[src/rtl/mem_ctrl_pkg.sv]
// Shared definitions for mem_ctrl: state encoding, access size codes and IO region decode.
// Used by mem_ctrl and mem_ctrl_arb (optional MEM_CTRL_RR_ARB_EN arbitration).
package mem_ctrl_pkg;

    localparam int IF_BLK_BYTES_DEF = 64;

    localparam logic [2:0] ST_IDLE  = 3'd0;
    localparam logic [2:0] ST_IF_RD = 3'd1;
    localparam logic [2:0] ST_LS_RD = 3'd2;
    localparam logic [2:0] ST_LS_WR = 3'd3;
    localparam logic [2:0] ST_DONE  = 3'd4;

    typedef enum logic [1:0] {
        SZ_B    = 2'd0,
        SZ_H    = 2'd1,
        SZ_W    = 2'd2,
        SZ_RSVD = 2'd3
    } size_e;

    // IO region: writes there honour io_buffer_full back-pressure.
    localparam int         IO_HI  = 17;
    localparam int         IO_LO  = 16;
    localparam logic [1:0] IO_SEL = 2'b11;

    localparam int GNT_IF  = 0;
    localparam int GNT_LSB = 1;

    // The reserved size code behaves as a word access.
    function automatic logic [2:0] size_bytes(input size_e sz);
        case (sz)
            SZ_B:    return 3'd1;
            SZ_H:    return 3'd2;
            default: return 3'd4;
        endcase
    endfunction

    function automatic logic [31:0] size_mask(input size_e sz);
        case (sz)
            SZ_B:    return 32'h0000_00FF;
            SZ_H:    return 32'h0000_FFFF;
            default: return 32'hFFFF_FFFF;
        endcase
    endfunction

endpackage

[src/rtl/mem_ctrl_arb.sv]
// Grant logic between instruction fetch and load/store buffer; one-hot grant output.
// MEM_CTRL_RR_ARB_EN selects round-robin on contention, otherwise fixed LSB-over-IF priority.
module mem_ctrl_arb
    import mem_ctrl_pkg::*;
(
    input  logic       if_en,
    input  logic       lsb_en,
`ifdef MEM_CTRL_RR_ARB_EN
    input  logic       last_if,
`endif
    output logic [1:0] grant
);

    always_comb begin
        grant = '0;
        if (lsb_en && if_en) begin
`ifdef MEM_CTRL_RR_ARB_EN
            if (last_if) grant[GNT_LSB] = 1'b1;
            else         grant[GNT_IF]  = 1'b1;
`else
            grant[GNT_LSB] = 1'b1;
`endif
        end else if (lsb_en) begin
            grant[GNT_LSB] = 1'b1;
        end else if (if_en) begin
            grant[GNT_IF] = 1'b1;
        end
    end

endmodule

[src/rtl/mem_ctrl.sv]
// Byte-wide RAM/IO bus controller serving fetch block refills and LSB loads/stores.
// Define MEM_CTRL_RR_ARB_EN for round-robin arbitration (adds the last-grant register).
module mem_ctrl
    import mem_ctrl_pkg::*;
#(
    parameter int IF_BLK_BYTES = IF_BLK_BYTES_DEF,
    parameter int ADDR_W       = 32
) (
    input  logic                      clk,
    input  logic                      rst,
    input  logic                      rdy,
    input  logic                      rob_clear,
    input  logic                      if_en,
    input  logic [ADDR_W-1:0]         if_addr,
    output logic                      if_done,
    output logic [8*IF_BLK_BYTES-1:0] if_data,
    input  logic                      lsb_en,
    input  logic                      lsb_wr,
    input  logic [ADDR_W-1:0]         lsb_addr,
    input  logic [1:0]                lsb_size,
    input  logic [31:0]               lsb_wdata,
    output logic                      lsb_done,
    output logic [31:0]               lsb_rdata,
    input  logic [7:0]                mem_din,
    output logic [7:0]                mem_dout,
    output logic [ADDR_W-1:0]         mem_a,
    output logic                      mem_wr,
    input  logic                      io_buffer_full
);

    localparam int CNT_W = $clog2(IF_BLK_BYTES) + 1;

    logic [2:0]                state;
    logic [CNT_W-1:0]          cnt;
    logic [CNT_W-1:0]          n_bytes;
    logic [ADDR_W-1:0]         addr_q;
    logic [ADDR_W-1:0]         cur_addr;
    logic [1:0]                size_q;
    logic [31:0]               wdata_q;
    logic                      sel_if;
    logic [8*IF_BLK_BYTES-1:0] blk_q;
    logic [8*IF_BLK_BYTES-1:0] blk_next;
    logic [1:0]                grant;
    logic                      take;
    logic                      rd_state;
    logic                      capture;
    logic                      rd_last;
    logic                      stall;

`ifdef MEM_CTRL_RR_ARB_EN
    logic last_if;

    mem_ctrl_arb u_arb (
        .if_en   (if_en),
        .lsb_en  (lsb_en),
        .last_if (last_if),
        .grant   (grant)
    );
`else
    mem_ctrl_arb u_arb (
        .if_en  (if_en),
        .lsb_en (lsb_en),
        .grant  (grant)
    );
`endif

    assign take     = (state == ST_IDLE) && !rob_clear && (grant != '0);
    assign n_bytes  = sel_if ? CNT_W'(IF_BLK_BYTES) : CNT_W'(size_bytes(size_e'(size_q)));
    assign cur_addr = addr_q + ADDR_W'(cnt);
    assign rd_state = (state == ST_IF_RD) || (state == ST_LS_RD);
    // Read data lags its address by one cycle, so byte cnt-1 arrives while cnt is driven.
    assign capture  = rd_state && (cnt != '0);
    assign rd_last  = rd_state && (cnt == n_bytes);
    assign stall    = (cur_addr[IO_HI:IO_LO] == IO_SEL) && io_buffer_full;

    always_comb begin
        blk_next = blk_q;
        for (int unsigned k = 0; k < IF_BLK_BYTES; k++) begin
            if (capture && (cnt == CNT_W'(k + 1))) blk_next[8*k +: 8] = mem_din;
        end
    end

    always_comb begin
        mem_a    = '0;
        mem_dout = '0;
        mem_wr   = 1'b0;
        if (rd_state && (cnt < n_bytes)) mem_a = cur_addr;
        if (state == ST_LS_WR) begin
            mem_a    = cur_addr;
            mem_dout = wdata_q[{cnt[1:0], 3'b000} +: 8];
            mem_wr   = rdy && !stall;
        end
    end

    assign if_done  = rdy && (state == ST_DONE) && sel_if;
    assign lsb_done = rdy && (state == ST_DONE) && !sel_if;

    always_ff @(posedge clk) begin
        if (rst) begin
            state     <= ST_IDLE;
            cnt       <= '0;
            addr_q    <= '0;
            size_q    <= '0;
            wdata_q   <= '0;
            sel_if    <= 1'b0;
            blk_q     <= '0;
            if_data   <= '0;
            lsb_rdata <= '0;
`ifdef MEM_CTRL_RR_ARB_EN
            last_if   <= 1'b1;
`endif
        end else if (rdy) begin
            case (state)
                ST_IDLE: begin
                    if (take) begin
                        sel_if  <= grant[GNT_IF];
                        addr_q  <= grant[GNT_IF] ? if_addr : lsb_addr;
                        size_q  <= lsb_size;
                        wdata_q <= lsb_wdata;
                        cnt     <= '0;
`ifdef MEM_CTRL_RR_ARB_EN
                        last_if <= grant[GNT_IF];
`endif
                        if (grant[GNT_IF]) state <= ST_IF_RD;
                        else if (lsb_wr)   state <= ST_LS_WR;
                        else               state <= ST_LS_RD;
                    end
                end
                ST_IF_RD, ST_LS_RD: begin
                    if (rob_clear) begin
                        state <= ST_IDLE;
                        cnt   <= '0;
                    end else begin
                        if (capture) blk_q <= blk_next;
                        if (rd_last) begin
                            state <= ST_DONE;
                            if (sel_if) if_data <= blk_next;
                            else        lsb_rdata <= blk_next[31:0] & size_mask(size_e'(size_q));
                        end else begin
                            cnt <= cnt + CNT_W'(1);
                        end
                    end
                end
                ST_LS_WR: begin
                    if (!stall) begin
                        if (cnt == n_bytes - CNT_W'(1)) state <= ST_DONE;
                        else                            cnt   <= cnt + CNT_W'(1);
                    end
                end
                ST_DONE: begin
                    state <= ST_IDLE;
                    cnt   <= '0;
                end
                default: begin
                    state <= ST_IDLE;
                    cnt   <= '0;
                end
            endcase
        end
    end

endmodule

[config.mk]
export PLATFORM = sky130hd
export DESIGN_NAME = mem_ctrl
export DESIGN_NICKNAME = d
export VERILOG_FILES = /design/src/rtl/mem_ctrl_pkg.sv /design/src/rtl/mem_ctrl_arb.sv /design/src/rtl/mem_ctrl.sv
export SDC_FILE = /design/constraint.sdc
export NUM_CORES = 2
export LEC_CHECK = 0
export BUFFER_PORTS_ARGS = -buffer_cell sky130_fd_sc_hd__buf_4
export CAP_MARGIN = 5
export CORE_MARGIN = 1
export CORE_UTILIZATION = 45
export DETAILED_ROUTE_END_ITERATION = 8
export PLACE_DENSITY_LB_ADDON = 0.12
export SLEW_MARGIN = 20
export SYNTH_ARGS = -nofsm -noshare
export SYNTH_HDL_FRONTEND = slang
export SYNTH_SLANG_ARGS = --single-unit
export TNS_END_PERCENT = 30
[constraint.sdc]
create_clock -name clk -period 6.5 [get_ports clk]
set_clock_uncertainty 0.15 [all_clocks]
set_input_delay 1.3 -clock clk [delete_from_list [all_inputs] [get_ports clk]]
set_output_delay 1.3 -clock clk [all_outputs]
set_load 0.01 [all_outputs]
-- Word level (Yosys, flattened, before mapping)
Cells that the tools add are included.
- $add $sub $neg: 3
- order comparisons: 1
- eq/ne operators: 78
- shift operators: 1
- reductions and logical operators: 90
- multiplexer cells: 97
- bitwise gates (word level): 3
- operators with widths (cell ; number):
    8-bit 2-to-1 mux ; 65
    32-bit 2-to-1 mux ; 9
    7-bit by 6-bit == test with 1-bit output (second input constant) ; 32
    7-bit by 5-bit == test with 1-bit output (second input constant) ; 16
    1-bit logical AND ; 75
    32-bit case mux with 2 select lines ; 1
    7-bit by 4-bit == test with 1-bit output (second input constant) ; 8
    7-bit 2-to-1 mux ; 6
    32-bit by 7-bit adder with 32-bit output ; 1
    32-bit AND ; 1
    32-bit by 6-bit variable part select with 8-bit output ; 1
    7-bit by 3-bit == test with 1-bit output (second input constant) ; 4
    7-bit case mux with 3 select lines ; 1
    5-bit AND reduction ; 4
    3-bit 2-to-1 mux ; 5
    7-bit by 2-bit == test with 1-bit output (second input constant) ; 2
    7-bit == test ; 2
    3-bit case mux with 3 select lines ; 1
    7-bit by 1-bit adder with 7-bit output (second input constant) ; 1
    7-bit by 1-bit == test with 1-bit output (second input constant) ; 1
    7-bit == test (second input constant) ; 1
    7-bit < comparator ; 1
    1-bit 2-to-1 mux ; 7
    7-bit nonzero test ; 1
    other kinds (20) ; 27
- word-level logic and storage cells: 282
- register bits after elaboration: 1133
- output and inout port bits: 587
- input bits: 114

-- Depth between registers and ports, before layout
- word-level depth: 11
- mapped depth: 13
- depth with buffers taken out: 11

-- Hierarchy
From an unflattened synthesis, not the netlist that was laid out.
- cells, all modules: 4918
- area total of the unflattened synthesis: 47197.8 um2
- modules (own cells, without submodules) (module ; seq. area each (um2) ; area each (um2) ; times used ; cells an instance):
    mem_ctrl ; 22681.8 ; 47187.8 ; 1 ; 4916
    mem_ctrl_arb ; 0.0 ; 10.0 ; 1 ; 2

-- Worst setup path before layout
OpenSTA, ideal clock, no wires.
- path type: register -> output
- start: register cnt[1]
- end: output mem_a[28]
- cell stages (with the launch flop): 12
- arrival: 2.803 ns
- setup slack: 2.247 ns
- cell sequence: dfxtp_1 > clkbuf_1 > inv_1 > fa_1 > nor2b_1 > o31a_1 > a21oi_2 > nor4_1 > and3_1 > nand2_1 > xor2_1 > nor2_1
- longest elaborated chain between the ends: 4
- elaborated cells between the ends (all ways): 5
- classes of those cells: add/sub (1); order compare (1); mux (2); reduce/logical (1)
- RTL lines (item ; line ; text):
    from (decl) ; mem_ctrl.sv:34 ; logic [CNT_W-1:0] cnt;
    from (signal assigned) ; mem_ctrl.sv:140 ; cnt <= cnt + CNT_W'(1);
    from (signal assigned) ; mem_ctrl.sv:147 ; else cnt <= cnt + CNT_W'(1);
    branches (longest 3 deep; another with 32-bit by 7-bit adder with 32-bit output) ; -- ;
    32-bit 2-to-1 mux * ; mem_ctrl.sv:88 ; if (state == ST_LS_WR) begin
    to (decl) ; mem_ctrl.sv:26 ; output logic [ADDR_W-1:0] mem_a,
Every way passes the cells marked *.

-- Final worst setup path
- start: register cnt[0]
- end: output mem_a[28]
Same word-level chain as after synthesis.

==> results.txt <==
CTS sink cnt: 1133
dpl ws: 2.08 ns
post-DP HPWL: 97.8 mm
cell at the slowest stage of the critical path: nor4_1
violation count after the first detailed-route iteration: 3561
post-synth top area share: 48.2%
non-filler cells, final: 7584
IO Count: 701
cts bufs inserted: 120
WL met2: 74.6 mm
largest net degree at the start of global routing: 207
R2R depth: 10
Setup Buffers After CTS: 0
most used cell, CP: buf_4
period utilization: 79.5%
R2R Setup Slk: 2.43 ns
Slew headroom: 29.1%
# DRC: 0
hold crit path type: reg2reg
met1 wire length: 67.6 mm
FILL cells: 9834
internal power: 11.2 mW
Distinct cells, synth: 59
Root Buffer: clkbuf_16
share of cells above drive strength 1: 17.7%
Worst Setup Path Type: reg2out
DR WL/cell: 20.7 µm
hold_buf cts: 0
max_cap viols: 0
routed via count: 42500
Die ar.: 106000 µm²
clock-pin slew on the worst setup and hold paths: 0.06 ns
dpl cells: 7369
max-slew violation count: 0
vias per cell: 5.60
Placeable Area: 104000 µm²
Total GRT Usage: 28.4%
initial antenna violation count: 1
critical path endpoint: mem_a[28]
RR Endpoint: lsb_rdata[20]
crit path from: cnt[0]
post-cts sizing count: 0
VDD IR max: 0.203 mV
status: finished clean
yosys warns: 0
max frequency: 193 MHz
final setup margin: 1.33 ns
router iterations before antenna repair: 5
Seq pwr share: 48.2%
Slew @ Worst Pin: 1.06 ns
Clk pwr share: 47.2%
Final nets: 6242
Yosys reg bits: 1133
Comb pwr share: 4.6%
Initial Util: 45.4%
Congestion Overflow GR: 0
Synth Instances: 5760
Area Growth Syn to Fin: 20.3%
DIE WIDTH: 326 µm
final wirelength: 157 mm
Synth area leaders: dfxtp_1, nand2_1, a311oi_1
H-tree depth: 3
Critical Path AT: 3.72 ns
Post-synth EDFFs: 0
Primary FF master, synth: dfxtp_1
max incr delay on CP: 0.47 ns
clock tree buffer depth: 3
post-synthesis sequential area ratio: 48.2%
Power Density: 258 nW/µm²
Min Clock Period, post-route: 5.17 ns
Core Rows: 118
reg-to-reg startpoint: cnt[0]
post-route ant nets: 0
ys async rst share: 0%
CP Launch Type: flop
Sw Share: 23.1%
Mapped Avg Cell Area: 8.18 µm²
Synth area leader: dfxtp_1
wire length on met3: 9.77 mm
final hold vios: 0
Post-Syn Area: 47100 µm²
routability cong.: 0.850
Die Ht: 326 µm
nature of the critical path endpoint: output port
CTS tree: built
number of global-route vias before repair: 38900
RSZ-0062 raised after global routing: no
Syn Nets: 5891
critical path cell sequence: buf_4, ha_1, inv_1, fa_1, nor2b_1, o31a_1, a21oi_2, nor4_1, and3_1, nand2_1, xor2_1, nor2_1, buf_4
first-pass GRT wire length: 238 mm
Static Leak: 20.1 nW
WP data required: 5.05 ns
sw power: 3.38 mW
Crit Path Max Fanout: 16
Top Metal Used: met5
clk_lat worst skew: 0.71 ns
setup TNS: 0 ns
final setup vio count: 0
PortBufs: 700
Antenna diodes: 0
## layer usage
| metal | vias to the layer above | global-route usage [%] |
|---|---|---|
| met5 | - | 0 |
| met4 | 2 | 10.4 |
| met3 | 211 | 4.92 |
| met2 | 1220 | 46.7 |
| met1 | 20300 | 37.4 |
| li1 | 20700 | - |
## synthesized netlist by cell type (all sizes together), types with 8 or more instances
library cell,instances
nand2,1266
dfxtp,1133
nor2,857
nand3,532
a311oi,456
a21oi,372
clkbuf,359
mux2i,257
buf,185
a211oi,125
and2,26
o21ai,19
xor2,19
a2bb2oi,16
ha,16
and3,15
nand2b,13
nor2b,13
xnor2,11
mux4,8
## final cells by class
cell class                      instances  area [µm²]  area share, %
Multi-Input combinational cell       4076       22100           39.1
Sequential cell                      1133       22700           40.1
Timing Repair Buffer                  773        6100           10.8
Tap cell                             1380        1730           3.05
Inverter                                7        26.3         0.0464
Clock buffer                          179        3600           6.35
Clock inverter                         36         368          0.650
## layout by cell type (no fill, tap or decap), types with 19 or more instances in the layout
master | netlist | final
xor2_1 | 19 | 19
a21oi_1 | 369 | 369
clkbuf_8 | 0 | 31
buf_12 | 0 | 21
clkbuf_1 | 359 | 25
nor2_1 | 822 | 818
a211oi_1 | 125 | 125
o21ai_0 | 19 | 19
buf_4 | 19 | 744
a311oi_1 | 456 | 456
nor2_2 | 31 | 33
clkbuf_16 | 0 | 123
mux2i_1 | 257 | 257
nand3_2 | 20 | 20
nand2_1 | 1237 | 1237
dfxtp_1 | 1133 | 1133
clkinv_2 | 0 | 21
nand2_2 | 29 | 28
nand3_1 | 512 | 512
## worst max-delay path, delay by kind of cell, from the launching register on
family	cells	cell delay, ns
simple gates	5	1.10
compound gates	2	0.38
flops	1	0.31
buf+inv	3	0.46
fa+ha+maj	2	0.61
xor+xnor	1	0.15
## how the worst min path moves through the flow
stage	slack (ns)	cells past startpoint	endpoint	from
3_5_place_dp	0.29	2	blk_q[506]	blk_q[506]
4_1_cts	0.30	2	blk_q[506]	blk_q[506]
3_3_place_gp	0.29	2	blk_q[509]	blk_q[509]
5_1_grt	0.32	2	blk_q[350]	blk_q[350]
2_1_floorplan	0.28	2	blk_q[504]	blk_q[504]
6_report	0.30	2	blk_q[506]	blk_q[506]
## per-stage QoR
step | utilization (%) | hold slack [ns] | instance area [µm²] | power (mW)
detailed placement | 50.8 | 0.293 | 52700 | 7.86
CTS | 54.6 | 0.301 | 56600 | 14.7
floorplan | - | 0.281 | 47100 | 7.60
finish | 54.6 | 0.301 | 56600 | 14.6
global placement | 50.8 | 0.289 | 52700 | 7.86
global route | 54.6 | 0.316 | 56600 | 15.1
## cells by family (layout without fill, tap and decap cells)
logic type	after synthesis	after routing	share of synthesized area, %
flip-flops	1133	1133	48.2
XOR/XNOR	30	30	0.558
AO/OA/AOI/OAI	1007	1007	15.3
adder cells (fa/ha/maj)	17	17	0.468
multiplexers	265	265	5.85
buffers and inverters	551	995	5.01
AND/OR/NAND/NOR	2757	2757	24.6
## registers in the layout, indices dropped and copies added, names as in the netlist
name / count
blk_q: 512
if_data: 512
addr_q: 32
lsb_rdata: 32
wdata_q: 32
cnt: 7
state: 3
size_q: 2
sel_if: 1
## power by group through the flow
stage | clock (mW) | combinational (mW) | sequential (mW)
floorplan | 0 | 0.415 | 7.18
global placement | 0 | 0.668 | 7.19
detailed placement | 0 | 0.668 | 7.19
CTS | 7.02 | 0.671 | 7.04
global route | 7.31 | 0.722 | 7.04
finish | 6.90 | 0.672 | 7.04
Power figures use the tool's default switching activity.
